===== src/rtl/mp_ctrl.sv =====
// Memory-stage sequencer: issues the data access for the MP latch, splits spilled accesses,
// and drives the MP/downstream latch controls. Define MP_CTRL_PERF_CNT_EN for the stall counter.
module mp_ctrl #(
    parameter int AW = 15
) (
    input  logic          clk,
    input  logic          rst,
    input  logic          i_v,
    input  logic          i_memop,
    input  logic          i_wr,
    input  logic          i_spill,
    input  logic          i_cachable,
    input  logic [AW-1:0] i_req_addr,
    input  logic [1:0]    i_reqSize,
    input  logic          i_flush,
    input  logic          i_wb_stall,
    output logic          o_mem_req,
    output logic [AW-1:0] o_mem_addr,
    output logic [1:0]    o_mem_size,
    output logic          o_mem_wr,
    output logic          o_mem_uc,
    output logic          o_mem_part,
    input  logic          i_mem_ack,
    output logic          o_stall_up,
    output logic          o_wr_down,
    output logic          o_inv_down,
    output logic          o_busy,
    output logic [15:0]   o_stall_cnt
);

    typedef enum logic [2:0] {IDLE, ACC1, ACC2, HOLD, DRAIN} state_t;

    state_t          state;
    state_t          state_n;
    logic            mem;
    logic            req;
    logic            part;
    logic            stall;
    logic            inv;
    logic            busy_q;
    logic            drain_part;
    logic [AW-1:0]   drain_addr;
    logic [AW-1:0]   live_addr;
    logic [AW-3:0]   word_idx;

    assign mem      = i_v & i_memop;
    assign word_idx = i_req_addr[AW-1:2] + {{(AW-3){1'b0}}, 1'b1};
    assign live_addr = part ? {word_idx, 2'b00} : i_req_addr;

    always_comb begin
        state_n = state;
        req     = 1'b0;
        part    = 1'b0;
        stall   = 1'b0;
        case (state)
            IDLE, ACC1: begin
                if (state == ACC1 || (mem && !i_flush)) begin
                    req = 1'b1;
                    if (!i_mem_ack) begin
                        state_n = ACC1;
                        stall   = 1'b1;
                    end else if (i_spill) begin
                        state_n = ACC2;
                        stall   = 1'b1;
                    end else if (i_wb_stall) begin
                        state_n = HOLD;
                        stall   = 1'b1;
                    end else begin
                        state_n = IDLE;
                    end
                end else begin
                    stall = i_wb_stall;
                end
            end
            ACC2: begin
                req  = 1'b1;
                part = 1'b1;
                if (i_mem_ack && !i_wb_stall) begin
                    state_n = IDLE;
                end else begin
                    stall = 1'b1;
                    if (i_mem_ack) state_n = HOLD;
                end
            end
            HOLD: begin
                if (!i_wb_stall) state_n = IDLE;
                else stall = 1'b1;
            end
            DRAIN: begin
                req   = 1'b1;
                part  = drain_part;
                stall = 1'b1;
                if (i_mem_ack) state_n = IDLE;
            end
            default: state_n = IDLE;
        endcase

        // An outstanding request cannot be withdrawn, so a flush without ack must drain it.
        if (i_flush) begin
            stall = 1'b0;
            if ((state == ACC1 || state == ACC2 || state == DRAIN) && !i_mem_ack) state_n = DRAIN;
            else state_n = IDLE;
        end
        inv = i_flush | (stall & !i_wb_stall);
    end

    always_ff @(posedge clk) begin
        if (rst) begin
            state      <= IDLE;
            busy_q     <= 1'b0;
            drain_part <= 1'b0;
            drain_addr <= '0;
        end else begin
            state  <= state_n;
            busy_q <= (state_n != IDLE);
            if (state != DRAIN && state_n == DRAIN) begin
                drain_part <= part;
                drain_addr <= live_addr;
            end
        end
    end

    assign o_mem_req  = req & !rst;
    assign o_mem_addr = (state == DRAIN) ? drain_addr : live_addr;
    assign o_mem_part = part;
    assign o_mem_size = i_reqSize;
    assign o_mem_wr   = i_wr;
    assign o_mem_uc   = !i_cachable;
    assign o_stall_up = stall & !rst;
    assign o_wr_down  = !i_wb_stall & !rst;
    assign o_inv_down = inv & !rst;
    assign o_busy     = busy_q;

`ifdef MP_CTRL_PERF_CNT_EN
    logic [15:0] stall_cnt;

    always_ff @(posedge clk) begin
        if (rst) stall_cnt <= 16'h0000;
        else if (stall && !i_wb_stall && stall_cnt != 16'hFFFF) stall_cnt <= stall_cnt + 16'h0001;
    end

    assign o_stall_cnt = stall_cnt;
`else
    assign o_stall_cnt = 16'h0000;
`endif

endmodule

===== config.mk =====
export PLATFORM = sky130hd
export DESIGN_NAME = mp_ctrl
export DESIGN_NICKNAME = d
export VERILOG_FILES = /design/src/rtl/mp_ctrl.sv
export SDC_FILE = /design/constraint.sdc
export NUM_CORES = 1
export LEC_CHECK = 0
export CAP_MARGIN = 20
export CORE_MARGIN = 4
export CORE_UTILIZATION = 42
export DETAILED_ROUTE_END_ITERATION = 7
export PLACE_DENSITY = 0.81
export SETUP_SLACK_MARGIN = 0.02
export SYNTH_ARGS = -nofsm -noshare
export SYNTH_HDL_FRONTEND = slang
export SYNTH_SLANG_ARGS = --single-unit

===== constraint.sdc =====
create_clock -name clk -period 1.85 [get_ports clk]
set_input_delay 0.37 -clock clk [delete_from_list [all_inputs] [get_ports clk]]
set_output_delay 0.37 -clock clk [all_outputs]
set_load 0.02 [all_outputs]

**Word level (Yosys, flattened, before mapping)**

Cells that the tools add are included.

- Add/subtract/negate cells: 1
- Equality and inequality tests: 6
- Mux-type cells: 23
- Bitwise gates (word level): 7
- Reduce and logical (&&, ||, !) cells: 16

Operator list:

| operator | count |
|---|---|
| $mux 15 | 2 |
| $mux 3 | 7 |
| $add 13x1->13 const B | 1 |
| $pmux 3 s4 | 1 |
| $mux 1 | 7 |
| $and 1x1->1 | 6 |
| $eq 3x2->1 const B | 2 |
| $eq 3x3->1 const B | 2 |
| $mux 2 | 3 |
| $logic_not 1->1 | 5 |
| $logic_and 1x1->1 | 4 |
| $pmux 1 s2 | 2 |
| $pmux 1 s4 | 1 |
| $reduce_or 2->1 | 2 |
| $eq 3x1->1 const B | 1 |
| $logic_not 3->1 | 1 |
| $logic_or 1x1->1 | 3 |
| $ne 3x3->1 const B | 1 |
| $reduce_bool 3->1 | 1 |
| $or 1x1->1 | 1 |

- Register bits after elaboration: 20
- Bits of input ports: 27
- Output and inout port bits: 41
- Logic and storage cells: 57

**Longest topological paths before layout**

Gate-level depths: netlist of the first run.

- Word-level depth: 9
- Mapped depth: 7
- Gate-level depth less buffers: 5

**Least setup slack after synthesis of the first run**

OpenSTA, ideal clock, no wires.

- Kind: reg-to-output
- Start: reg state[1]
- End: out o_mem_addr[14]
- Arrival: 1.620 ns
- Required time: 1.480 ns
- Path slack: -0.140 ns
- Stages on the path, launching flop included: 8
- Buffers on the path: 2
- Cells stage by stage: dfxtp_1 -> buf_6 -> nand3b_4 -> a21oi_4 -> buf_6 -> nand4_1 -> xor2_1 -> a21oi_1

- Longest elaborated chain between the ends: 4
- Elaborated cells between the ends (all ways): 5
- Those cells by class: eq/ne: 2; mux: 3

Ends and longest elaborated chain:

| element | RTL line | source |
|---|---|---|
| from (decl) | 33 | `state_t state;` |
| from (signal assigned) | 114 | `state <= state_n;` |
| $eq 3x3->1 or $eq 3x2->1 (tied branches) | 55 | `case (state)` |
| $pmux 1 s2 (*) | 55 |  |
| net o_mem_part | 22 | `output logic o_mem_part,` |
| $mux 15 (*) | 48 | `assign live_addr = part ? {word_idx, 2'b00} : i_req_addr;` |
| $mux 15 (*) | 124 | `assign o_mem_addr = (state == DRAIN) ? drain_addr : live_addr;` |
| to (decl) | 18 | `output logic [AW-1:0] o_mem_addr,` |

Mark *: on every way through the listed nets, which the timed path passes. The rest lies on a longest branch.

**Final worst setup path of the first run**

- Start: in i_req_addr[9]
- End: out o_mem_addr[14]

- Longest elaborated chain between the ends: 3

Ends and longest elaborated chain:

| element | RTL line | source |
|---|---|---|
| from (decl) | 13 | `input logic [AW-1:0] i_req_addr,` |
| $add 13x1->13 | 47 | `assign word_idx = i_req_addr[AW-1:2] + {{(AW-3){1'b0}}, 1'b1};` |
| $mux 15 | 48 |  |
| $mux 15 | 124 |  |

No other way between the ends.

==> impl_metrics.toml, run 1 <==
[run_status]
status = "complete, but fails checks"
violations = "negative setup slack"

[global_route]
grt_pass1_wl_um = 7670
grt_pass1_vias = 1662
grt_max_degree = 28
track_usage_pct = 22.1
overflow = 0
grt_antenna_before_repair = 0

[layout]
syn_to_final_growth_pct = 83.0
layoutNonFillerInstCount = 332
num-fill-cells = 229
fin_nets = 316
drive_gt1_share_pct = 51.7
antennaDiodeCount = 0

[die]
die_y_um = 68.1
start_util_pct = 44.4
die_w_um = 68.1
num_rows = 21
num_io_pins = 68
core_region_area_um2 = 3420
dieArea_um2 = 4630

[synthesis]
synthAdderAreaFrac_pct = 0.826
syn_area_per_cell_um2 = 7.97
synth_area_um2 = 1520
ys_warn_count = 0
synth_area_leaders = "dfxtp_1 (26%), buf_4 (11%), nor2_1 (9.7%), xor2_1 (7.5%), a211oi_2 (5.8%)"
synth_simple_gate_area_share_pct = 23.1
async_flop_share_pct = 0
ys_ff_latch = 20
yosysSeqAreaShare_pct = 26.4
synth_top_family_by_area = "compound AO/OA/AOI/OAI gates"
yosys.cell_types.count = 37
synth_mux_area_share_pct = 0.661
syn_inst = 190
synth_ff_type = "dfxtp_1"
synth-xor-area-share_pct = 8.09
synth_compound_area_share_pct = 24.9
synth_top_cell_area_share_pct = 26.4
yosys.area.top_type = "dfxtp_1"
synth_edf_count = 0

[power_and_ir_drop]
p_per_area_nw_per_um2 = 376
p_seq_share_pct = 41.9
switchingPower_mw = 0.345
worst_ir_drop_vdd_mv = 0.419
total_power_mw = 1.04
switching_share_pct = 33.0
leakagePower_nw = 1.25
internal_power_mw = 0.699
clkPwrFrac_pct = 21.1
pwr-share-comb_pct = 37.0

[place]
place.gp.congestion = 0.820
portBuffers = 45
dp.cells = 306
dpl.hpwl_um = 3040

[routing]
drc_errors = 0
dr_wl_met3_um = 378
top_layer_used = "met4"
detail_route.wl_per_cell_um = 16.8
vias = 1731
drtPass1Iterations = 4
vias_per_cell = 5.21
drtIter0Drc = 97
ant_nets = 0
met2_length_um = 3020
met1_length_um = 2000
wirelength_um = 5570

[hold_path]
hold_path.class = "flop to flop"

[clocking]
path_clk_slew_ns = 0.12
worstSkewPairLatency_ns = 0.32
root_buffer = "clkbuf_4"
tritoncts = "built"
cts_buffer_depth = 2
htree_levels = 1
cts_buffers = 3
cts.sinks = 20

[setup_path]
crit_path_cell_trace = "clkdlybuf4s50_1 -> and2_4 -> and4_4 -> nand4_1 -> xor2_2 -> a21oi_2 -> buf_6"
crit_fanout = 3
path_class = "input port to primary output"
critPathLaunchType = "input port"
slowest_delay_ns = 0.52
crit_slowest_cell = "clkdlybuf4s50_1"
crit_required_ns = 1.48
critPathCaptureType = "primary output"
path_buf_inv = 2
cpLargestDelayFamily = "buffers and inverters"
cp.arrival_ns = 2.04

[timing]
skew_ns = 0.0120
setup_viol = 19
layout_setup_ws_ns = -0.563
min_period_ns = 2.41
fin_crit_sh_pct = 130
fmax_mhz = 415
hold_violations = 0
rsz0062_at_grt = "yes"
drv_slew = 0

[job]
max-cap-violations = 0
[registers in the layout, indices dropped and copies added, names as in the netlist]
name / flops
state: 3
drain_part: 1
drain_addr: 15
o_busy: 1
[layout make-up]
class	instances	area (um^2)	area share, %
Tap cell	46	57.6	2.08
Timing Repair Buffer	109	1040	37.5
Clock buffer	3	22.5	0.812
Inverter	4	17.5	0.632
Multi-Input combinational cell	150	1230	44.3
Sequential cell	20	407	14.7
[per-layer routing]
| layer | global-route usage [%] | up-vias |
|---|---|---|
| li1 | - | 816 |
| met1 | 23.6 | 819 |
| met2 | 41.6 | 75 |
| met3 | 4.76 | 21 |
| met4 | 8.93 | 0 |
| met5 | 0 | - |
[cells by family after synthesis]
group / Yosys count
AO/OA/AOI/OAI: 49
flip-flops: 20
adder cells (fa/ha/maj): 1
buffers and inverters: 35
AND/OR/NAND/NOR: 69
multiplexers: 1
other: 1
XOR/XNOR: 14
[synth_stat cells (2+ instances only)]
cell type / n
a211oi_1: 9
a211oi_2: 7
a21oi_1: 17
a22o_1: 4
a22oi_1: 3
and2_1: 2
and3_1: 2
and4_1: 2
buf_4: 22
buf_6: 3
clkbuf_1: 4
dfxtp_1: 20
inv_1: 4
nand2_1: 8
nand3_1: 5
nand3b_1: 2
nand4_1: 3
nor2_1: 39
o21ai_0: 4
xor2_1: 13
[power groups by stage]
stage | combinational (mW) | clock (mW) | sequential, mW
floorplan | 0.185 | 0 | 0.448
global placement | 0.320 | 0 | 0.447
detailed placement | 0.325 | 0 | 0.448
CTS | 0.348 | 0.215 | 0.438
global route | 0.407 | 0.238 | 0.437
finish | 0.387 | 0.220 | 0.437
[what timing repair did]
action,in CTS,in global routing
gates resized for setup,144,35
pin swaps,20,15
setup buffers,14,8
hold buffers,0,0
cloned,0,2
setup endpoints to repair,20,32
[metrics by stage]
step	worst slack, ns	instance area (um^2)	util [%]	setup TNS, ns	hold WS (ns)
after floorplan	-0.0633	1650	-	-0.278	0.443
after global placement	-0.904	2270	66.5	-13.82	0.481
after detailed placement	-0.935	2270	66.5	-14.84	0.491
after CTS	-0.445	2530	74.1	-5.82	0.506
after global routing	-0.644	2770	81.2	-8.63	0.532
final	-0.563	2770	81.2	-6.90	0.513
[cell usage in the layout, fill, tap and decap left out, types with 3 or more instances in the layout]
cell type,count
a211oi_1,3
a211oi_2,13
a21oi_1,8
a21oi_2,6
a21oi_4,4
a22o_1,4
a22oi_1,3
buf_12,4
buf_4,58
buf_6,19
clkbuf_4,3
clkdlybuf4s50_1,14
conb_1,16
dfxtp_1,17
dlygate4sd2_1,5
dlymetal6s2s_1,5
inv_1,3
nand2_1,7
nand3_2,3
nand4_1,3
nor2_1,38
o21ai_0,3
xor2_1,3
xor2_2,9
[worst min-delay path: stages, from the launching register on]
cell	delay (ns)
dfxtp_1	0.33
nor2_1	0.10
a211oi_1	0.05
[path summary, 6_finish.rpt]
kind / endpoint / from / slack, ns / depth (start not counted)
max: o_mem_addr[14] / i_req_addr[9] / -0.56 / 7
min: drain_addr[10] / drain_addr[10] / 0.51 / 2
max reg2reg: drain_addr[14] / state[1] / 0.04 / 7
min reg2reg: drain_addr[10] / drain_addr[10] / 0.51 / 2
Power figures use the tool's default switching activity.
==> run 2, diff against run 1 <==
--- a/config.mk
+++ b/config.mk
@@ -11,6 +11,7 @@
 export DETAILED_ROUTE_END_ITERATION = 7
 export PLACE_DENSITY = 0.81
 export SETUP_SLACK_MARGIN = 0.02
+export SKIP_CTS_REPAIR_TIMING = 1
 export SYNTH_ARGS = -nofsm -noshare
 export SYNTH_HDL_FRONTEND = slang
 export SYNTH_SLANG_ARGS = --single-unit
==> impl_metrics.toml, run 2 (synthesis results as in run 1) <==
[clocking]
cts_buffers = 3
cts_buffer_depth = 2
root_buffer = "clkbuf_4"
htree_levels = 1
cts.sinks = 20
worstSkewPairLatency_ns = 0.31
path_clk_slew_ns = 0.10
tritoncts = "built"

[die]
num_rows = 21
core_region_area_um2 = 3420
num_io_pins = 68
dieArea_um2 = 4630
start_util_pct = 44.4
die_y_um = 68.1
die_w_um = 68.1

[place]
dp_slack_ns = -0.935
portBuffers = 45
dp.cells = 306
place.gp.congestion = 0.820
dpl.hpwl_um = 3040

[global_route]
overflow = 0
track_usage_pct = 17.4
grt_antenna_before_repair = 0
grt_pass1_wl_um = 6170
grt_max_degree = 28
grt_pass1_vias = 1506

[setup_path]
crit_path_cell_trace = "or2b_4 -> a21oi_4 -> buf_6 -> nand4_1 -> xor2_2 -> a21oi_2 -> buf_4"
path_class = "flop to primary output"
crit_required_ns = 1.48
timing.rr.start = "state[1]"
r2r_slack_ns = 0.08
critPathCaptureType = "primary output"
slowest_delay_ns = 0.36
crit_slowest_cell = "dfxtp_2"
path_buf_inv = 2
worstRegToRegCells = 7
cp.arrival_ns = 2.00
path_depth = 7
critPathLaunchType = "flop"
worstReg2RegEnd = "drain_addr[14]"
cp-endpoint = "o_mem_addr[14]"
cp-startpoint = "state[1]"
crit_fanout = 4
cpLargestDelayFamily = "simple AND/OR/NAND/NOR gates"

[power_and_ir_drop]
switchingPower_mw = 0.313
p_seq_share_pct = 44.1
p_per_area_nw_per_um2 = 403
clkPwrFrac_pct = 21.1
worst_ir_drop_vdd_mv = 0.369
switching_share_pct = 31.6
total_power_mw = 0.990
internal_power_mw = 0.677
pwr-share-comb_pct = 34.8
leakagePower_nw = 1.13

[timing]
layout_setup_ws_ns = -0.516
skew_ns = 0.00687
drv_slew = 0
fin_crit_sh_pct = 128
min_period_ns = 2.37
setup_tns_ns = -6.21
setup_viol = 18
fmax_mhz = 423
hold_violations = 0
rsz0062_at_grt = "yes"

[routing]
detail_route.wl_per_cell_um = 13.7
vias = 1589
ant_nets = 0
wirelength_um = 4310
drtIter0Drc = 60
vias_per_cell = 5.04
drtPass1Iterations = 4
drc_errors = 0

[layout]
top_regs = "drain_addr (15), state (3)"
antennaDiodeCount = 0
drive_gt1_share_pct = 40.9
regMostFlops = "drain_addr"
fin_nets = 299
layoutNonFillerInstCount = 315
layout_common_cells = "buf_4 (47), nor2_1 (37), clkdlybuf4s50_1 (20)"
mostFrequentLayoutCell = "buf_4"
syn_to_final_growth_pct = 61.9
final_util_pct = 71.8
largest_reg_flops = 15

[hold_path]
hold_path.class = "flop to flop"

[job]
max-cap-violations = 0

[run_status]
status = "complete, but fails checks"
violations = "negative setup slack"
-- run 2: worst min-delay path by stage --
stage,depth (start not counted),to,start,slack (ns)
floorplan,1,state[2],rst,0.44
global route,2,drain_addr[10],drain_addr[10],0.53
detailed placement,2,drain_part,drain_part,0.49
finish,2,drain_addr[4],drain_addr[4],0.51
CTS,2,drain_part,drain_part,0.51
global placement,2,drain_part,drain_part,0.48
-- run 2: final cells by class --
| class | instances | area [um^2] |
|---|---|---|
| fill | 271 | 962 |
| inverter | 4 | 17.5 |
| timing repair buffer | 92 | 830 |
| tap | 46 | 57.6 |
| multi-input combinational | 150 | 1120 |
| clock buffer | 3 | 22.5 |
| sequential | 20 | 407 |
-- run 2: routing by layer --
metal	part of all wire, %	up-vias	track usage (%)	routed length (um)
li1	-	777	-	-
met1	38	730	19.0	1640
met2	53	63	31.4	2290
met3	6.0	19	4.11	259
met4	2.9	0	7.94	125
met5	0	-	0	0
-- run 2: metrics by stage --
step                      area [um^2]  hold WS (ns)
final                            2450         0.507
after CTS                        2290         0.506
after global routing             2450         0.532
after floorplan                  1650         0.443
after global placement           2270         0.481
after detailed placement         2270         0.491
-- run 2: power groups by stage --
| stage | Clock [mW] | Sequential (mW) | Combinational [mW] |
|---|---|---|---|
| after global routing | 0.233 | 0.437 | 0.366 |
| final | 0.209 | 0.437 | 0.344 |
| after CTS | 0.215 | 0.438 | 0.327 |
| after detailed placement | 0 | 0.448 | 0.325 |
| after floorplan | 0 | 0.448 | 0.185 |
| after global placement | 0 | 0.447 | 0.320 |
-- run 2: worst register-to-register path, delay by kind of cell, from the launching register on --
kind	cells	cell delay [ns]
AOI/OAI and AO/OA	2	0.36
xor gates and xnor gates	1	0.21
buffers and inverters	2	0.30
DFF	1	0.36
and+or+nand+nor	2	0.48
==> run 3, diff against run 2 <==
--- a/config.mk
+++ b/config.mk
@@ -5,6 +5,7 @@
 export SDC_FILE = /design/constraint.sdc
 export NUM_CORES = 1
 export LEC_CHECK = 0
+export ABC_CLOCK_PERIOD_IN_PS = 1850
 export CAP_MARGIN = 20
 export CORE_MARGIN = 4
 export CORE_UTILIZATION = 42
==> results of run 3 <==
The final DEF is identical to that of run 2; final timing and power are the same.
